$ cat src/rtl/pd_velocity_controller.sv
// -----------------------------------------------------------------------------
// pd_velocity_controller
//
// Sampled fixed-point PD velocity loop driving a sign/magnitude PWM output.
// Every SAMPLE_DIV enabled cycles the controller captures target/current
// velocity and the Kp/Kd gains. It computes
//   u = (Kp*err + Kd*(err - prev_err)) >>> GAIN_SHIFT
// and loads |u| (clipped to 1023) and sign(u) into a shadow register. The
// shadow value is applied at the next PWM counter wrap, so every PWM period
// is whole.
//
// Optional feature macro: PD_DEADBAND_EN. When it is defined, any error with
// |err| <= DEADBAND is treated as zero.
//
// Ports:
//   clk          system clock, rising edge
//   reset        synchronous active-high reset
//   enable       run control; low clears the controller like reset
//   target_vel   [9:0] unsigned commanded velocity
//   current_vel  [9:0] unsigned measured velocity
//   Kp, Kd       [3:0] unsigned gains from the fuzzy tuner
//   pwm_out      registered PWM drive
//   dir          0 = forward, 1 = reverse (applied register)
//   duty         [9:0] applied duty (applied register)
//   duty_valid   one-cycle pulse when a new duty has been computed
// -----------------------------------------------------------------------------
module pd_velocity_controller #(
    parameter int SAMPLE_DIV = 1024,
    parameter int GAIN_SHIFT = 2,
    parameter int DEADBAND   = 4
) (
    input  logic       clk,
    input  logic       reset,
    input  logic       enable,
    input  logic [9:0] target_vel,
    input  logic [9:0] current_vel,
    input  logic [3:0] Kp,
    input  logic [3:0] Kd,
    output logic       pwm_out,
    output logic       dir,
    output logic [9:0] duty,
    output logic       duty_valid
);

    localparam int               CNT_W    = (SAMPLE_DIV > 1) ? $clog2(SAMPLE_DIV) : 1;
    localparam logic [CNT_W-1:0] CNT_MAX  = CNT_W'(SAMPLE_DIV - 1);
    localparam logic [9:0]       DUTY_MAX = 10'd1023;

    // Elaboration-time hook: this block only exists for illegal parameter values.
    if (SAMPLE_DIV < 8 || GAIN_SHIFT < 0 || DEADBAND < 0) begin : g_illegal_params
    end

    typedef enum logic [1:0] {
        S_IDLE,
        S_CAPTURE,
        S_MULT,
        S_SAT
    } state_t;

    state_t             state_q, state_d;
    logic [CNT_W-1:0]   smp_cnt_q;
    logic [9:0]         pwm_cnt_q;
    logic [3:0]         kp_q, kd_q;
    logic signed [10:0] err_q, prev_err_q;
    logic signed [11:0] derr_q;
    logic signed [14:0] p_q;
    logic signed [15:0] d_q;
    logic [9:0]         shadow_duty_q, duty_q;
    logic               shadow_dir_q, dir_q;
    logic               pwm_q, duty_valid_q;

    logic               clear, tick, wrap, load;
    logic signed [10:0] err_raw, err_cap;
    logic signed [11:0] derr_c;
    logic signed [14:0] p_c;
    logic signed [15:0] d_c;
    logic signed [16:0] sum_c, u_c;
    logic [16:0]        u_abs;
    logic [9:0]         mag_c;
    logic               dir_c;

    // Dropping enable clears everything exactly like reset.
    assign clear = reset | ~enable;
    assign tick  = (smp_cnt_q == CNT_MAX);
    assign wrap  = (pwm_cnt_q == DUTY_MAX);
    assign load  = (state_q == S_SAT);

    always_comb begin
        // NOTE: give every always_comb output a default first; a path that
        // leaves it unassigned would infer a latch.
        state_d = state_q;
        case (state_q)
            S_IDLE:    if (tick) state_d = S_CAPTURE;
            S_CAPTURE: state_d = S_MULT;
            S_MULT:    state_d = S_SAT;
            S_SAT:     state_d = S_IDLE;
            default:   state_d = S_IDLE;
        endcase
    end

`ifdef PD_DEADBAND_EN
    localparam logic [10:0] DB_TH = 11'(DEADBAND);
    logic [10:0] err_abs;
`endif

    always_comb begin
        err_raw = $signed({1'b0, target_vel}) - $signed({1'b0, current_vel});
`ifdef PD_DEADBAND_EN
        err_abs = err_raw[10] ? unsigned'(-err_raw) : unsigned'(err_raw);
        err_cap = (err_abs <= DB_TH) ? '0 : err_raw;
`else
        err_cap = err_raw;
`endif
        derr_c = $signed({err_cap[10], err_cap}) - $signed({prev_err_q[10], prev_err_q});

        // Gains are unsigned, so they are zero-extended before the signed multiply.
        p_c = $signed({11'b0, kp_q}) * $signed({{4{err_q[10]}}, err_q});
        d_c = $signed({12'b0, kd_q}) * $signed({{4{derr_q[11]}}, derr_q});

        sum_c = $signed({{2{p_q[14]}}, p_q}) + $signed({d_q[15], d_q});
        u_c   = sum_c >>> GAIN_SHIFT;   // arithmetic shift rounds toward -inf
        dir_c = u_c[16];
        u_abs = u_c[16] ? unsigned'(-u_c) : unsigned'(u_c);
        mag_c = (u_abs > 17'd1023) ? DUTY_MAX : u_abs[9:0];
    end

    // NOTE: sequential state is only ever assigned with non-blocking (<=), so
    // every register samples the values from before the clock edge.
    always_ff @(posedge clk) begin
        if (clear) begin
            state_q       <= S_IDLE;
            smp_cnt_q     <= '0;
            pwm_cnt_q     <= '0;
            kp_q          <= '0;
            kd_q          <= '0;
            err_q         <= '0;
            prev_err_q    <= '0;
            derr_q        <= '0;
            p_q           <= '0;
            d_q           <= '0;
            shadow_duty_q <= '0;
            shadow_dir_q  <= 1'b0;
            duty_q        <= '0;
            dir_q         <= 1'b0;
            pwm_q         <= 1'b0;
            duty_valid_q  <= 1'b0;
        end else begin
            state_q      <= state_d;
            smp_cnt_q    <= tick ? '0 : smp_cnt_q + CNT_W'(1);
            pwm_cnt_q    <= pwm_cnt_q + 10'd1;   // free-running 0..1023
            pwm_q        <= (pwm_cnt_q < duty_q);
            duty_valid_q <= load;

            if (state_q == S_CAPTURE) begin
                kp_q       <= Kp;
                kd_q       <= Kd;
                err_q      <= err_cap;
                derr_q     <= derr_c;
                prev_err_q <= err_cap;
            end

            if (state_q == S_MULT) begin
                p_q <= p_c;
                d_q <= d_c;
            end

            if (load) begin
                shadow_duty_q <= mag_c;
                shadow_dir_q  <= dir_c;
            end

            // Apply at the period boundary only; a result finishing on the
            // wrap cycle itself bypasses the shadow so it is not a period late.
            if (wrap) begin
                duty_q <= load ? mag_c : shadow_duty_q;
                dir_q  <= load ? dir_c : shadow_dir_q;
            end
        end
    end

    assign pwm_out    = pwm_q;
    assign dir        = dir_q;
    assign duty       = duty_q;
    assign duty_valid = duty_valid_q;

endmodule

$ cat config.mk
export PLATFORM = sky130hd
export DESIGN_NAME = pd_velocity_controller
export DESIGN_NICKNAME = d
export VERILOG_FILES = /design/src/rtl/pd_velocity_controller.sv
export SDC_FILE = /design/constraint.sdc
export NUM_CORES = 1
export LEC_CHECK = 0
export ABC_AREA = 1
export CAP_MARGIN = 20
export CORE_MARGIN = 2
export CORE_UTILIZATION = 40
export DETAILED_ROUTE_END_ITERATION = 10
export SYNTH_ARGS = -nofsm -noshare
export SYNTH_HDL_FRONTEND = slang
export SYNTH_SLANG_ARGS = --single-unit
$ cat constraint.sdc
create_clock -name clk -period 8.2 [get_ports clk]
set_clock_uncertainty 0.15 [all_clocks]
set_input_delay 1.64 -clock clk [delete_from_list [all_inputs] [get_ports clk]]
set_output_delay 1.64 -clock clk [all_outputs]
set_load 0.01 [all_outputs]
Yosys cells after proc, flatten, opt, wreduce, memory -nomap -nowiden
Index checks and enable logic that the tools add are counted.
{"block": "op_classes", "bitwise_logic": 2, "addsub": 6, "n_mul": 2, "eq_ne": 6, "mux": 6, "n_reduce_logical": 2, "order_cmp": 2}
{"operator": "$add 10x1->10 const B", "count": 2}
{"operator": "$eq 10x10->1 const B", "count": 2}
{"operator": "$mux 10", "count": 2}
{"operator": "$add 15x16->17", "count": 1}
{"operator": "$gt 17x10->1 const B", "count": 1}
{"operator": "$mux 17", "count": 1}
{"operator": "$neg 15->17", "count": 1}
{"operator": "$mul 5x12->16", "count": 1}
{"operator": "$mul 5x11->15", "count": 1}
{"operator": "$sub 11x11->12", "count": 1}
{"operator": "$sub 10x10->11", "count": 1}
{"operator": "$lt 10x10->1", "count": 1}
{"operator": "$pmux 2 s4", "count": 1}
{"operator": "$eq 2x2->1 const B", "count": 2}
{"operator": "$eq 2x1->1 const B", "count": 1}
{"operator": "$logic_not 2->1", "count": 1}
{"operator": "$mux 2", "count": 1}
{"operator": "$ne 2x2->1 const B", "count": 1}
{"operator": "$reduce_or 2->1", "count": 1}
{"operator": "$mux 1", "count": 1}
{"operator": "$not 1->1", "count": 1}
{"operator": "$or 1x1->1", "count": 1}
{"block": "word_totals", "output_inout_bits": 13, "input_bits": 31, "elab_cells": 41, "reg_bits": 108}

Longest topological paths before layout
Gate-level depths: netlist (run 1).
{"block": "logic_depth", "word_depth": 6, "depth_mapped": 23, "depth_no_buf": 23}

Least setup slack after synthesis (run 1)
No wires, ideal clock.
{"block": "synth_timing", "kind": "input-to-reg", "from": "input port target_vel[0]", "to": "register derr_q[11]", "path_buffers": 0, "t_arrival_ps": 4202, "stages": 21, "setup_slack_ps": 3777, "setup_time_ps": 71, "t_required_ps": 7979, "path_cell_list": "inv_1 ha_1 inv_1 fa_1 nand3_1 nand2_1 a21oi_1 o21bai_1 nand2_1 nand2_1 a21oi_1 xor2_1 inv_1 ha_1 inv_1 nor3_1 nand3_1 o2111ai_1 xor2_1 nand2_1 a21oi_1"}
{"block": "synth_between", "elab_chain_len": 2}
{"element": "from (decl)", "line_no": "35", "rtl": "input logic [9:0] target_vel,"}
{"element": "$sub 10x10->11", "line_no": "107", "rtl": "err_raw = $signed({1'b0, target_vel}) - $signed({1'b0, current_vel});"}
{"element": "via err_cap[8]", "line_no": "73", "rtl": "logic signed [10:0] err_raw, err_cap;"}
{"element": "$sub 11x11->12", "line_no": "114", "rtl": "derr_c = $signed({err_cap[10], err_cap}) - $signed({prev_err_q[10], prev_err_q});"}
{"element": "to (signal assigned)", "line_no": "158", "rtl": "derr_q <= derr_c;"}
{"element": "to (decl)", "line_no": "65", "rtl": "logic signed [11:0] derr_q;"}
The timed path passes the listed nets, and every way through them passes these cells.
A chain may end at the register's enable or synchronous reset.

Worst setup path after layout (run 1)
{"block": "layout_timing", "from": "input port current_vel[0]", "to": "register derr_q[11]"}
{"block": "layout_between", "elab_chain_len": 2}
{"element": "from (decl)", "line_no": "36", "rtl": "input logic [9:0] current_vel,"}
{"element": "$sub 10x10->11", "line_no": "107"}
{"element": "via err_cap[8]", "line_no": "73"}
{"element": "$sub 11x11->12", "line_no": "114"}
The timed path passes the listed nets, and every way through them passes these cells.

==> results of run 1 <==
==> cells by family after synthesis <==
kind of cell / after synthesis
compound gates: 224
flops: 108
fa+ha+maj: 157
xor+xnor: 49
buf+inv: 360
simple gates: 568
==> registers in the layout, summed over array words and instances (netlist names), 2 cells and up <==
| name | flops |
|---|---|
| derr_q | 12 |
| d_q | 16 |
| kd_q | 4 |
| duty | 10 |
| prev_err_q | 11 |
| kp_q | 4 |
| state_q | 2 |
| p_q | 15 |
| smp_cnt_q | 10 |
| shadow_duty_q | 10 |
| pwm_cnt_q | 10 |
==> final cells by class <==
type | instances | area [sq um] | area share (%)
Multi-Input combinational cell | 998 | 6280 | 57.9
Inverter | 325 | 1220 | 11.3
Sequential cell | 108 | 2160 | 20.0
Timing Repair Buffer | 48 | 468 | 4.32
Clock inverter | 7 | 78.8 | 0.727
Clock buffer | 9 | 225 | 2.08
Tap cell | 324 | 405 | 3.74
==> path summary, 6_finish.rpt <==
check	cells after the start	slack, ns	startpoint	end
min reg2reg	1	0.31	smp_cnt_q[0]	smp_cnt_q[0]
max reg2reg	20	4.07	kd_q[2]	d_q[11]
max	21	3.37	current_vel[0]	derr_q[11]
min	1	0.31	smp_cnt_q[0]	smp_cnt_q[0]
==> layer usage <==
| metal | global-route usage [%] | routed length, um |
|---|---|---|
| met5 | 0 | 0 |
| met4 | 4.05 | 345 |
| met3 | 2.12 | 438 |
| met2 | 30.4 | 9690 |
| met1 | 21.3 | 10100 |
==> stage by stage <==
step / util [%] / cell area [sq um] / setup WS [ns]
after floorplan: - / 9790 / 3.78
after CTS: 44.8 / 10800 / 3.39
after detailed placement: 43.5 / 10500 / 3.04
final: 44.8 / 10800 / 3.37
after global placement: 43.5 / 10500 / 3.08
after global routing: 44.8 / 10800 / 2.91
==> where the power goes <==
| group | switching [mW] | total (mW) | internal, mW |
|---|---|---|---|
| Clock | 0.222 | 0.439 | 0.217 |
| Combinational | 0.0882 | 0.150 | 0.0621 |
| Sequential | 0.000767 | 0.526 | 0.525 |
| Total | 0.311 | 1.12 | 0.804 |
==> placed cells by master (no fill, tap or decap), types with 2 or more instances in the layout <==
cell type          n
nand3b_1           6
o211ai_1           4
buf_4              5
nand2_2            4
clkinv_8           2
nor2_1           141
inv_6              2
nor2_2             3
dfxtp_1          108
o21ai_0           81
clkbuf_16          9
o21bai_1           3
clkdlybuf4s50_1   43
ha_1             109
nor3_1            10
or2_2             11
inv_1            322
clkinv_1           2
a21o_1             2
xor2_1            38
fa_1              48
nand4_1            7
a21oi_1          123
clkinv_4           2
xnor2_1           10
nand2_1          318
o2111ai_1          3
nand3_1           61
nor3b_1            3
a211oi_1           4
==> summary.md, run 1 <==
| Metric | Value |
|---|---|
| Row cnt | 57 |
| FF+latch count, synth | 108 |
| Slew headroom | 46.6% |
| CP endpoint kind | register |
| Status | finished, final reports clean |
| P_leak | 5.88 nW |
| DR WL/cell | 11.3 um |
| Final hold slack | 0.308 ns |
| Fin nets | 1,678 |
| Total clock sinks | 108 |
| Post-CTS Hold Fix Bufs | 0 |
| Synth-to-Final Area Change | 10.7% |
| Share of layout cells above drive strength 1 | 2.94% |
| Root buf cell | clkbuf_16 |
| Final min period | 4.83 ns |
| CTS tree | yes |
| DP HPWL | 16,700 um |
| Hold Path Class | reg -> reg |
| Post-Synth XOR/XNOR Area | 4.46% |
| Simple-Gate Fraction of Synth Area | 23.8% |
| Register area share after synthesis | 22.1% |
| Post-CTS Setup Inserts | 0 |
| Max frequency | 0.207 GHz |
| Most common cell on crit path | nand2_1 |
| Worst Tran Pin Value | 0.800 ns |
| Main synth FF type | dfxtp_1 |
| IO Count | 44 |
| Post-Syn Instances | 1,466 |
| Final setup viols | 0 |
| Antenna violations before repair | 0 |
| Multiplexer area fraction after synthesis | 0% |
| DRT iter0 DRCs | 442 |
| Drt total wl | 20,500 um |
| Total grt overflow | 0 |
| Vias | 8,475 |
| Critical path, cell by cell | clkdlybuf4s50_1 -> ha_1 -> inv_1 -> fa_1 -> nand3_1 -> nand2_1 -> a21oi_1 -> o21bai_1 -> nand2_1 -> nand2_1 -> a21oi_1 -> xor2_1 -> inv_1 -> ha_1 -> inv_1 -> nor3_1 -> nand3_1 -> o2111ai_1 -> xor2_1 -> nand2_1 -> a21oi_1 |
| FFs w/ async S/R, synth | 0% |
| Crit-path max FO | 3 |
| Netlist Area Pre-Place | 0.00979 sq mm |
| Core area | 0.0242 sq mm |
| Post-cts sizing count | 0 |
| Synth Area per Inst | 6.68 sq um |
| Main combinational cell family by area after synthesis | simple AND/OR/NAND/NOR gates |
| Fillers | 2,531 |
| Most numerous cell in the Yosys netlist | inv_1 |
| Die ar. | 0.0257 sq mm |
| Total power draw | 1.12 mW |
| Ant diodes | 0 |
| Num CTS Buffers | 9 |
| Max Slew Vio Count | 0 |
| Crit share post-route | 58.9% |
| Startpoint Class | primary input |
| Drt via density | 4.66 |
| GRT Total Usage | 16.8% |
| Initial core utilization | 40.5% |
| Worst Path Buf+Inv | 4 |
| Commonest cells post-synth | inv_1 (323), nand2_1 (318), nor2_1 (142) |
| DRC Markers | 0 |
| Setup total negative slack | 0 ns |
| Post-Place Cells | 1,802 |
| Die height | 160 um |
| Max-Cap Viols | 0 |
| Slowest cell delay on critical path | 0.46 ns |
| Final Hold Viols | 0 |
| PD cells | 103 mW/mm^2 |
| Gp weighted congestion | 0.891 |
| H-tree depth | 3 |
| RSZ-0062 raised after global routing | no |
| Clock Path Buffers | 2 |
| Clk_lat worst skew | 0.35 ns |
| Clock transition at the registers of the reported paths | 0.08 ns |
| First-pass GRT wire length | 36,500 um |
| Yosys top cell by area | dfxtp_1 |
| Max stage delay cell, worst path | clkdlybuf4s50_1 |
| Post-synth EDFFs | 0 |
| TritonRoute pass-1 iters | 5 |
| Largest net degree at the start of global routing | 51 |
| Die X | 160 um |
| Ranking of synthesized cells by area | dfxtp_1 (22%), ha_1 (14%), inv_1 (12%), nand2_1 (12%), fa_1 (9.8%) |
| Synth warnings | 0 |
| Compound-gate portion of the synthesized area | 12.1% |
| Net Count, Synth | 1,654 |
| Distinct cells, synth | 36 |
| Vias in the first global route | 8,094 |
| Peak supply drop | 0.0814 mV |
| IO buf count | 43 |
| Critical path type | in -> reg |
| Synth top area share | 22.1% |
| Worst EP required | 8.34 ns |
| Critical path arrival | 4.97 ns |
| CP top delay family | adder cells |
| Post-Synth Adder-Cell Area | 23.7% |
| DRT antenna net count | 0 |
| Non-filler cells, final | 1,819 |
Power figures use the tool's default switching activity.
==> run 2, diff against run 1 <==
- clock period: 8.2 -> 4.2 ns (I/O delays scaled with it)
==> summary.md, run 2 (synthesis results as in run 1) <==
| Metric | Value |
|---|---|
| DRT iter0 DRCs | 380 (was 442) |
| GRT Total Usage | 17.2% (was 16.8%) |
| Max-Cap Viols | 0 (unchanged) |
| Worst EP required | 4.31 ns (was 8.34 ns) |
| Slew headroom | 43.8% (was 46.6%) |
| Crit share post-route | 92.4% |
| Max reg flops | 16 (unchanged) |
| Clock transition at the registers of the reported paths | 0.08 ns (about the same) |
| Most frequent cells in the layout | inv_1 (322), nand2_1 (318), nor2_1 (141) (unchanged) |
| RSZ-0062 raised after global routing | no (unchanged) |
| Top Registers | d_q: 16 flops, p_q: 15 flops, derr_q: 12 flops (unchanged) |
| Drt via density | 4.63 (was 4.66) |
| First-pass GRT wire length | 37,400 um (was 36,500 um) |
| Antenna violations before repair | 0 (unchanged) |
| Total grt overflow | 0 (unchanged) |
| DP Worst Slack | -0.0510 ns (was 3.04 ns) |
| DP HPWL | 17,000 um (was 16,700 um) |
| Drt total wl | 21,000 um (was 20,500 um) |
| Worst Tran Pin Value | 0.842 ns (was 0.800 ns) |
| Initial core utilization | 40.5% (unchanged) |
| Most common cell on crit path | inv_1 (was nand2_1) |
| Clock power share | 41.8% (was 39.4%) |
| DRC Markers | 0 (unchanged) |
| Critical path arrival | 3.99 ns (was 4.97 ns) |
| Die height | 160 um (unchanged) |
| Commonest non-fill, non-tap cell in the layout | inv_1 (unchanged) |
| Critical path, cell by cell | nand2_1 -> inv_1 -> ha_1 -> inv_1 -> fa_1 -> inv_1 -> fa_1 -> ha_1 -> nand3_1 -> nand3_1 -> nand2_1 -> nand2_1 -> a21oi_1 -> o21ai_0 -> a21oi_1 -> nor2_1 -> nor2_1 -> xnor2_1 -> o21ai_0 -> inv_1 (was clkdlybuf4s50_1 -> ha_1 -> inv_1 -> fa_1 -> nand3_1 -> nand2_1 -> a21oi_1 -> o21bai_1 -> nand2_1 -> nand2_1 -> a21oi_1 -> xor2_1 -> inv_1 -> ha_1 -> inv_1 -> nor3_1 -> nand3_1 -> o2111ai_1 -> xor2_1 -> nand2_1 -> a21oi_1) |
| Slowest cell delay on critical path | 0.52 ns (was 0.46 ns) |
| Final min period | 3.88 ns |
| Die ar. | 0.0257 sq mm (unchanged) |
| Crit-path max FO | 5 (was 3) |
| Internal power component | 1.71 mW (was 0.804 mW) |
| Root buf cell | clkbuf_16 (unchanged) |
| Logic gate share of total power | 14.2% (was 13.5%) |
| Post-Place Cell Area | 0.0107 sq mm (was 0.0105 sq mm) |
| Critical path type | reg -> reg (was in -> reg) |
| DR WL/cell | 11.4 um (was 11.3 um) |
| Ant diodes | 0 (unchanged) |
| Row cnt | 57 (unchanged) |
| Vias in the first global route | 8,241 (was 8,094) |
| Synth-to-Final Area Change | 12.7% (was 10.7%) |
| Clock Path Buffers | 2 (unchanged) |
| Total clock sinks | 108 (unchanged) |
| Gp weighted congestion | 0.848 (was 0.891) |
| CTS tree | yes (unchanged) |
| Num CTS Buffers | 9 (unchanged) |
| PD cells | 211 mW/mm^2 (was 103 mW/mm^2) |
| Max stage delay cell, worst path | fa_1 (was clkdlybuf4s50_1) |
| TritonRoute pass-1 iters | 5 (unchanged) |
| Final Hold Viols | 0 (unchanged) |
| Switch share | 26.5% (was 27.9%) |
| Share of layout cells above drive strength 1 | 4.56% (was 2.94%) |
| CP endpoint kind | register (unchanged) |
| Max Slew Vio Count | 0 (unchanged) |
| Final setup viols | 0 (unchanged) |
| Design Area, Final | 0.0110 sq mm (was 0.0108 sq mm) |
| Die X | 160 um (unchanged) |
| Largest net degree at the start of global routing | 37 (was 51) |
| Peak supply drop | 0.182 mV (was 0.0814 mV) |
| Core area | 0.0242 sq mm (unchanged) |
| IO buf count | 43 (unchanged) |
| Hold Path Class | reg -> reg (unchanged) |
| IO Count | 44 (unchanged) |
| Vias | 8,513 (was 8,475) |
| Startpoint Class | register (was primary input) |
| Largest register by flop count | d_q (unchanged) |
| Post-CTS Hold Fix Bufs | 0 (unchanged) |
| H-tree depth | 3 (unchanged) |
| Max frequency | 0.258 GHz |
| Fin nets | 1,697 (was 1,678) |
| Sw power | 0.618 mW (was 0.311 mW) |
| P_leak | 5.99 nW (was 5.88 nW) |
| DRT antenna net count | 0 (unchanged) |
| Final worst slack | 0.318 ns (was 3.37 ns) |
| Part of the power in registers | 44.0% (was 47.1%) |
| Clk_lat worst skew | 0.36 ns (was 0.35 ns) |
| Status | finished, final reports clean (unchanged) |
-- run 2: cell types whose count changed in the layout (fill, tap and decap cells not counted), sizes merged --
| cell | delta |
|---|---|
| clkinv | -2 |
| bufinv | +2 |
| buf | +19 |
-- run 2: worst paths after layout --
| kind | from | endpoint | slack [ns] | cells past startpoint |
|---|---|---|---|---|
| max | derr_q[2] | d_q[12] | 0.32 | 20 |
| min reg2reg | smp_cnt_q[0] | smp_cnt_q[0] | 0.30 | 1 |
| min | smp_cnt_q[0] | smp_cnt_q[0] | 0.30 | 1 |
| max reg2reg | derr_q[2] | d_q[12] | 0.32 | 20 |
-- run 2: routing by layer --
metal	share of wire, %	routed length, um	vias up	global-route usage [%]
met5	0	0	-	0
met4	1.1	235	0	3.93
met3	2.3	482	17	2.04
met2	48	10000	85	30.7
met1	49	10200	3805	22.4
li1	-	-	4606	-
-- run 2: final cells by class --
cell class | instances | area [sq um]
inverter | 325 | 1220
multi-input combinational | 998 | 6290
sequential | 108 | 2170
clock buffer | 9 | 225
tap | 324 | 405
fill | 2508 | 13100
timing repair buffer | 67 | 611
clock inverter | 7 | 116
-- run 2: repair_timing --
action / 4_1_cts / 5_1_grt
resized for setup: 0 / 7
setup buffers: 0 / 0
setup endpoints to repair: 0 / 4
-- run 2: power groups by stage --
stage	logic [mW]	clock network [mW]	registers [mW]
floorplan	0.202	0	1.05
global placement	0.324	0	1.05
detailed placement	0.326	0	1.05
CTS	0.328	0.993	1.03
global route	0.368	1.03	1.03
finish	0.330	0.975	1.03
-- run 2: per-stage QoR --
step | hold WS, ns | utilization (%) | cells | TNS (ns) | total power, mW
floorplan | 0.268 | - | 1466 | 0 | 1.25
global placement | 0.281 | 44.2 | 1822 | -0.0148 | 1.37
detailed placement | 0.291 | 44.2 | 1822 | -0.0510 | 1.38
CTS | 0.305 | 45.6 | 1838 | 0 | 2.35
global route | 0.331 | 45.7 | 1838 | 0 | 2.43
finish | 0.297 | 45.7 | 1838 | 0 | 2.33
-- run 2: critical path, delay by kind of cell (launching register included) --
kind | cells | cell delay [ns]
flip-flops | 1 | 0.36
XOR/XNOR | 1 | 0.08
AO/OA/AOI/OAI | 4 | 0.67
AND/OR/NAND/NOR | 7 | 0.64
adder cells (fa/ha/maj) | 4 | 1.65
buffers and inverters | 4 | 0.21
